$ cat src/rtl/alu_pkg.sv
// Shared constants, opcodes and state encoding for the 16-bit execute stage.
package alu_pkg;

    localparam int WIDTH      = 16;
    localparam int ADDR_W     = 5;
    localparam int MUL_CYCLES = 16;

    localparam logic [2:0] OP_ADD = 3'b000;
    localparam logic [2:0] OP_SUB = 3'b001;
    localparam logic [2:0] OP_AND = 3'b010;
    localparam logic [2:0] OP_OR  = 3'b011;
    localparam logic [2:0] OP_XOR = 3'b100;
    localparam logic [2:0] OP_SLL = 3'b101;
    localparam logic [2:0] OP_MUL = 3'b110;
    localparam logic [2:0] OP_SRL = 3'b111;

    typedef enum logic [1:0] {
        S_IDLE = 2'd0,
        S_MUL  = 2'd1,
        S_WB   = 2'd2
    } state_t;

endpackage

$ cat src/rtl/shift_add_mult_16bit.sv
// Iterative unsigned shift-add multiplier, one partial product per clock.
// done is asserted during the last step; product then already includes that step.
module shift_add_mult_16bit #(
    parameter int WIDTH  = 16,
    parameter int CYCLES = 16
) (
    input  logic               clk,
    input  logic               reset,
    input  logic               start,
    input  logic [WIDTH-1:0]   a,
    input  logic [WIDTH-1:0]   b,
    output logic               done,
    output logic [2*WIDTH-1:0] product
);

    localparam int CW = (CYCLES > 1) ? $clog2(CYCLES) : 1;

    logic [2*WIDTH-1:0] mcand;
    logic [2*WIDTH-1:0] acc;
    logic [2*WIDTH-1:0] acc_next;
    logic [WIDTH-1:0]   mplier;
    logic [CW-1:0]      cnt;
    logic               run;

    assign acc_next = acc + (mplier[0] ? mcand : '0);
    assign done     = run && (cnt == CW'(CYCLES - 1));
    assign product  = acc_next;

    always_ff @(posedge clk or negedge reset) begin
        if (!reset) begin
            mcand  <= '0;
            acc    <= '0;
            mplier <= '0;
            cnt    <= '0;
            run    <= 1'b0;
        end else if (start) begin
            mcand  <= {{WIDTH{1'b0}}, a};
            acc    <= '0;
            mplier <= b;
            cnt    <= '0;
            run    <= 1'b1;
        end else if (run) begin
            acc    <= acc_next;
            mcand  <= mcand << 1;
            mplier <= mplier >> 1;
            cnt    <= cnt + CW'(1);
            if (done)
                run <= 1'b0;
        end
    end

endmodule

$ cat src/rtl/alu_exec_16bit.sv
// Execute stage feeding the register-file write port. Define ALU_MUL_EN for the iterative
// multiplier; without it opcode 110 writes back zero after a single cycle.
module alu_exec_16bit #(
    parameter int WIDTH      = alu_pkg::WIDTH,
    parameter int ADDR_W     = alu_pkg::ADDR_W,
    parameter int MUL_CYCLES = alu_pkg::MUL_CYCLES
) (
    input  logic              clk,
    input  logic              reset,
    input  logic              in_valid,
    output logic              in_ready,
    input  logic [2:0]        opcode,
    input  logic [WIDTH-1:0]  op1,
    input  logic [WIDTH-1:0]  op2,
    input  logic [ADDR_W-1:0] dest_addr,
    output logic              wb_mode,
    output logic [ADDR_W-1:0] wb_addr,
    output logic [WIDTH-1:0]  wb_value,
    output logic              carry,
    output logic              zero,
    output logic              busy
);

    import alu_pkg::*;

    localparam int SH_W = $clog2(WIDTH);

    if (MUL_CYCLES != WIDTH) begin : g_cfg_check
        $error("alu_exec_16bit: MUL_CYCLES must equal WIDTH");
    end

    state_t             state;
    logic [ADDR_W-1:0]  dest_q;
    logic               accept;
    logic               is_mul;
    logic               mul_done;
    logic [2*WIDTH-1:0] product;
    logic [WIDTH:0]     alu_res;

    // {carry, result} for every single-cycle opcode; MUL yields zero here.
    function automatic logic [WIDTH:0] alu_calc(input logic [2:0] op,
                                                input logic [WIDTH-1:0] a,
                                                input logic [WIDTH-1:0] b);
        logic [WIDTH:0] r;
        r = '0;
        case (op)
            OP_ADD:  r = {1'b0, a} + {1'b0, b};
            OP_SUB:  r = {a < b, a - b};
            OP_AND:  r = {1'b0, a & b};
            OP_OR:   r = {1'b0, a | b};
            OP_XOR:  r = {1'b0, a ^ b};
            OP_SLL:  r = {1'b0, a << b[SH_W-1:0]};
            OP_SRL:  r = {1'b0, a >> b[SH_W-1:0]};
            default: r = '0;
        endcase
        return r;
    endfunction

    assign alu_res  = alu_calc(opcode, op1, op2);
    assign accept   = (state == S_IDLE) && in_valid;
    assign in_ready = (state == S_IDLE);
    assign busy     = (state != S_IDLE);

`ifdef ALU_MUL_EN
    assign is_mul = (opcode == OP_MUL);

    shift_add_mult_16bit #(
        .WIDTH  (WIDTH),
        .CYCLES (MUL_CYCLES)
    ) u_mult (
        .clk     (clk),
        .reset   (reset),
        .start   (accept && is_mul),
        .a       (op1),
        .b       (op2),
        .done    (mul_done),
        .product (product)
    );
`else
    assign is_mul   = 1'b0;
    assign mul_done = 1'b0;
    assign product  = '0;
`endif

    always_ff @(posedge clk or negedge reset) begin
        if (!reset) begin
            state    <= S_IDLE;
            dest_q   <= '0;
            wb_mode  <= 1'b0;
            wb_addr  <= '0;
            wb_value <= '0;
            carry    <= 1'b0;
            zero     <= 1'b0;
        end else begin
            wb_mode <= 1'b0;
            case (state)
                S_IDLE: begin
                    if (in_valid) begin
                        dest_q <= dest_addr;
                        if (is_mul) begin
                            state <= S_MUL;
                        end else begin
                            state    <= S_WB;
                            wb_mode  <= 1'b1;
                            wb_addr  <= dest_addr;
                            wb_value <= alu_res[WIDTH-1:0];
                            carry    <= alu_res[WIDTH];
                            zero     <= (alu_res[WIDTH-1:0] == '0);
                        end
                    end
                end
                S_MUL: begin
                    // Final shift-add step lands in the same edge that enters WB.
                    if (mul_done) begin
                        state    <= S_WB;
                        wb_mode  <= 1'b1;
                        wb_addr  <= dest_q;
                        wb_value <= product[WIDTH-1:0];
                        carry    <= |product[2*WIDTH-1:WIDTH];
                        zero     <= (product[WIDTH-1:0] == '0);
                    end
                end
                S_WB:    state <= S_IDLE;
                default: state <= S_IDLE;
            endcase
        end
    end

endmodule

$ cat config.mk
export PLATFORM = sky130hd
export DESIGN_NAME = alu_exec_16bit
export DESIGN_NICKNAME = d
export VERILOG_FILES = /design/src/rtl/alu_pkg.sv /design/src/rtl/shift_add_mult_16bit.sv /design/src/rtl/alu_exec_16bit.sv
export SDC_FILE = /design/constraint.sdc
export NUM_CORES = 1
export LEC_CHECK = 0
export CORE_ASPECT_RATIO = 2
export CORE_MARGIN = 8
export CORE_UTILIZATION = 35
export CTS_CLUSTER_DIAMETER = 200
export DETAILED_ROUTE_END_ITERATION = 8
export GPL_ROUTABILITY_DRIVEN = 0
export MAX_ROUTING_LAYER = met4
export PLACE_DENSITY = 0.54
export SLEW_MARGIN = 20
export SYNTH_ARGS = -nofsm -noshare
export SYNTH_HDL_FRONTEND = slang
export SYNTH_SLANG_ARGS = --single-unit
$ cat constraint.sdc
create_clock -name clk -period 2.68 [get_ports clk]
set_clock_uncertainty 0.15 [all_clocks]
set_input_delay 0.536 -clock clk [delete_from_list [all_inputs] [get_ports clk]]
set_output_delay 0.536 -clock clk [all_outputs]
set_load 0.05 [all_outputs]
==> reports/metrics.cfg <==
[worst_setup_path]
cp.buffers_inverters=3
crit_required_ps=2730
start_kind=input pin
crit_path_end_kind=register
crit_chain=buf_8 > buf_6 > mux2_4 > a222oi_1 > buf_4 > nor2_2 > a311o_1 > or4b_4 > nor4_2 > nand4_1 > nor4_4 > a32o_1
r2r_end=zero
path_delay_family=simple AND/OR/NAND/NOR gates
worst_path_max_delay_cell=or4b_4
max_stage_delay_ps=570
r2r-start=state[1]
regToRegSetupSlack_ps=380
rr_worst_depth=9
cp_max_fo=3
worstPathArrival_ps=3260
worstSetupPathType=input pin to register

[layout]
fill_cells=1132
layout.nets=1010
seq_area_um2=626
multi_input_area_um2=4610
drive_gt1_share_pct=46.9
final_util_pct=63.2
final_common_cell=buf_4
syn2layout_area_growth_pct=78.6
final_cell_mix=buf_4, nand2_1, nor2_1
antennaDiodeCount=0

[detailed_routing]
wl_per_cell_um=23.2
firstDrtPassIters=5
vias_per_cell=6.07
vias=6479
totalWireLength_um=24800
ant_nets=0
drt_iter0_drc=460
drc=0

[sta]
tightest_slew_ps=645
fin_crit_ps=3200
tns_ps=-2450
rsz0062_at_grt=true
hold_violations=0
clock.fmax_mhz=312
setup_viol=11
fin_ws_ps=-524
post-route-period-util_pct=120
holdWs_ps=324
slew_viol_final=0
worst_slew_margin_rel_pct=56.7

[pwr]
p_leak_nw=3.80
peakVddDrop_v=0.000195
p_per_area_nw_per_um2=332

[clock_tree]
cts_root_buffer=clkbuf_16
cts_tree=done
clk_pin_slew_ps=60
htreeDepth=1
hold_buffers=0
cts_inserted_buffers=3
clkLatencyLatePin_ps=260
clock-sinks=25
clk_path_buf_depth=2

[synthesis]
syn_nets=723
synth_seq_cells=25
synth_area_leaders=ha_1, dfrtp_1, nand2_1
synthAdderAreaFrac_pct=14.6
synthSimpleGateAreaFrac_pct=19.9
synth_compound_area_share_pct=30.5
ys.flop_type=dfrtp_1
ys_seq_area_share_pct=13.2
ys_warn_count=0
muxShareOfSynthArea_pct=13.7
ys_async_sr_fraction_pct=100
synth_top_area_share_pct=13.7
synth_xor_area_share_pct=0.370
synth_area_um2=4730
synth-edff-count=0
syn_inst=626
synth_top_family_by_area=compound AO/OA/AOI/OAI gates
yosysUniqueCellTypes=72
synth_top_area_cell=ha_1
syn_area_per_cell_um2=7.56

[floorplanning]
start_util_pct=35.4
dieArea_um2=17700
die_h_um=180
die_w_um=98.2
core.rowCount=60
coreArea_um2=13400
io_pins=69

[global_route]
top_usage_layer=met2
grt_pass1_wl_um=37800
use_met1_pct=25.8
grtUsageMet2_pct=51.8
globalRoute.totalOverflow=0
grt_pass1_vias=6828
antenna_found_initial=0
use_met3_pct=2.17
grt_max_degree=31
track_usage_pct=28.2

[status]
status=finished, violations left
violations=setup timing

[worst_hold_path]
hold_class=register to register
hold_depth=2
min_from=wb_value[3]
min_to=wb_value[3]

[flow_run]
maxCapViolations=0

[place]
numPortBuffers=68
dp_hpwl_um=19000

per-stage QoR:
stage	area, µm²	instances	setup WS (ps)	power [mW]
CTS	8170	1062	-560	2.68
detailed placement	7170	1027	-1350	2.13
global route	8450	1067	-614	2.95
finish	8450	1067	-524	2.81
floorplan	4900	626	-563	1.35
global placement	7170	1027	-1310	2.11
metal layers:
layer,share of wire (%),wire length (µm),vias to the layer above
met2,54,13300,340
met1,32,8040,3083
met4,9.4,2320,0
li1,-,-,2910
met3,4.6,1140,146
met5,0,0,-
synthesized netlist by cell type, types with 8 or more instances:
cell type / number
buf_2: 14
clkbuf_1: 23
nor2_1: 52
ha_1: 52
nand2b_1: 12
nand2_1: 68
inv_1: 48
o21ai_0: 33
nor3_1: 13
o22ai_1: 12
a22oi_1: 14
mux4_2: 8
nand3_1: 12
a21oi_1: 39
nor2b_1: 8
dfrtp_1: 25
o211ai_1: 12
mux2i_1: 25
mux2_2: 18
a211oi_1: 19
worst max path at each step:
stage	start	to	slack (ps)	cells after the start
6_report	op1[1]	zero	-520	12
3_3_place_gp	op2[0]	zero	-1310	15
2_1_floorplan	op2[1]	zero	-560	14
5_1_grt	op1[1]	zero	-610	12
4_1_cts	op1[1]	zero	-560	12
3_5_place_dp	op2[2]	zero	-1350	12
what timing repair did:
action	in CTS	in global routing
endpoints found under the setup margin	18	13
pin swaps	57	24
buffers inserted	34	7
resized for setup	235	38
report_power, final:
part           total, mW  internal [mW]  switching (mW)  leakage [nW]
registers          0.470          0.438          0.0324         0.312
logic               2.00          0.912            1.09          3.45
clock network      0.333          0.204           0.130        0.0382
total               2.81           1.55            1.25          3.80
cell type report:
class,count,area share [%]
Multi-Input combinational cell,511,54.5
Timing Repair Buffer,322,32.3
Sequential cell,25,7.40
Inverter,50,2.52
Tap cell,155,2.29
Clock buffer,4,0.933
worst register-to-register path, stage by stage, from the launching register on:
cell	delay, ps
dfrtp_1	400
inv_1	80
nand2_1	100
a221o_1	270
a21oi_1	260
nand4_1	220
nor4_2	200
nand4_1	170
nor4_4	200
a32o_1	200
state kept, by name, summed over array words and instances, names as in the netlist:
register and flops:
wb_value 16, wb_mode 1, carry 1, wb_addr 5, zero 1, state 1
cells by family after synthesis:
logic type | count (synthesis)
mux | 52
buf+inv | 90
flops | 25
fa+ha+maj | 54
simple gates | 196
xor+xnor | 2
compound gates | 207
No activity file was read; power rests on OpenSTA's default activity.
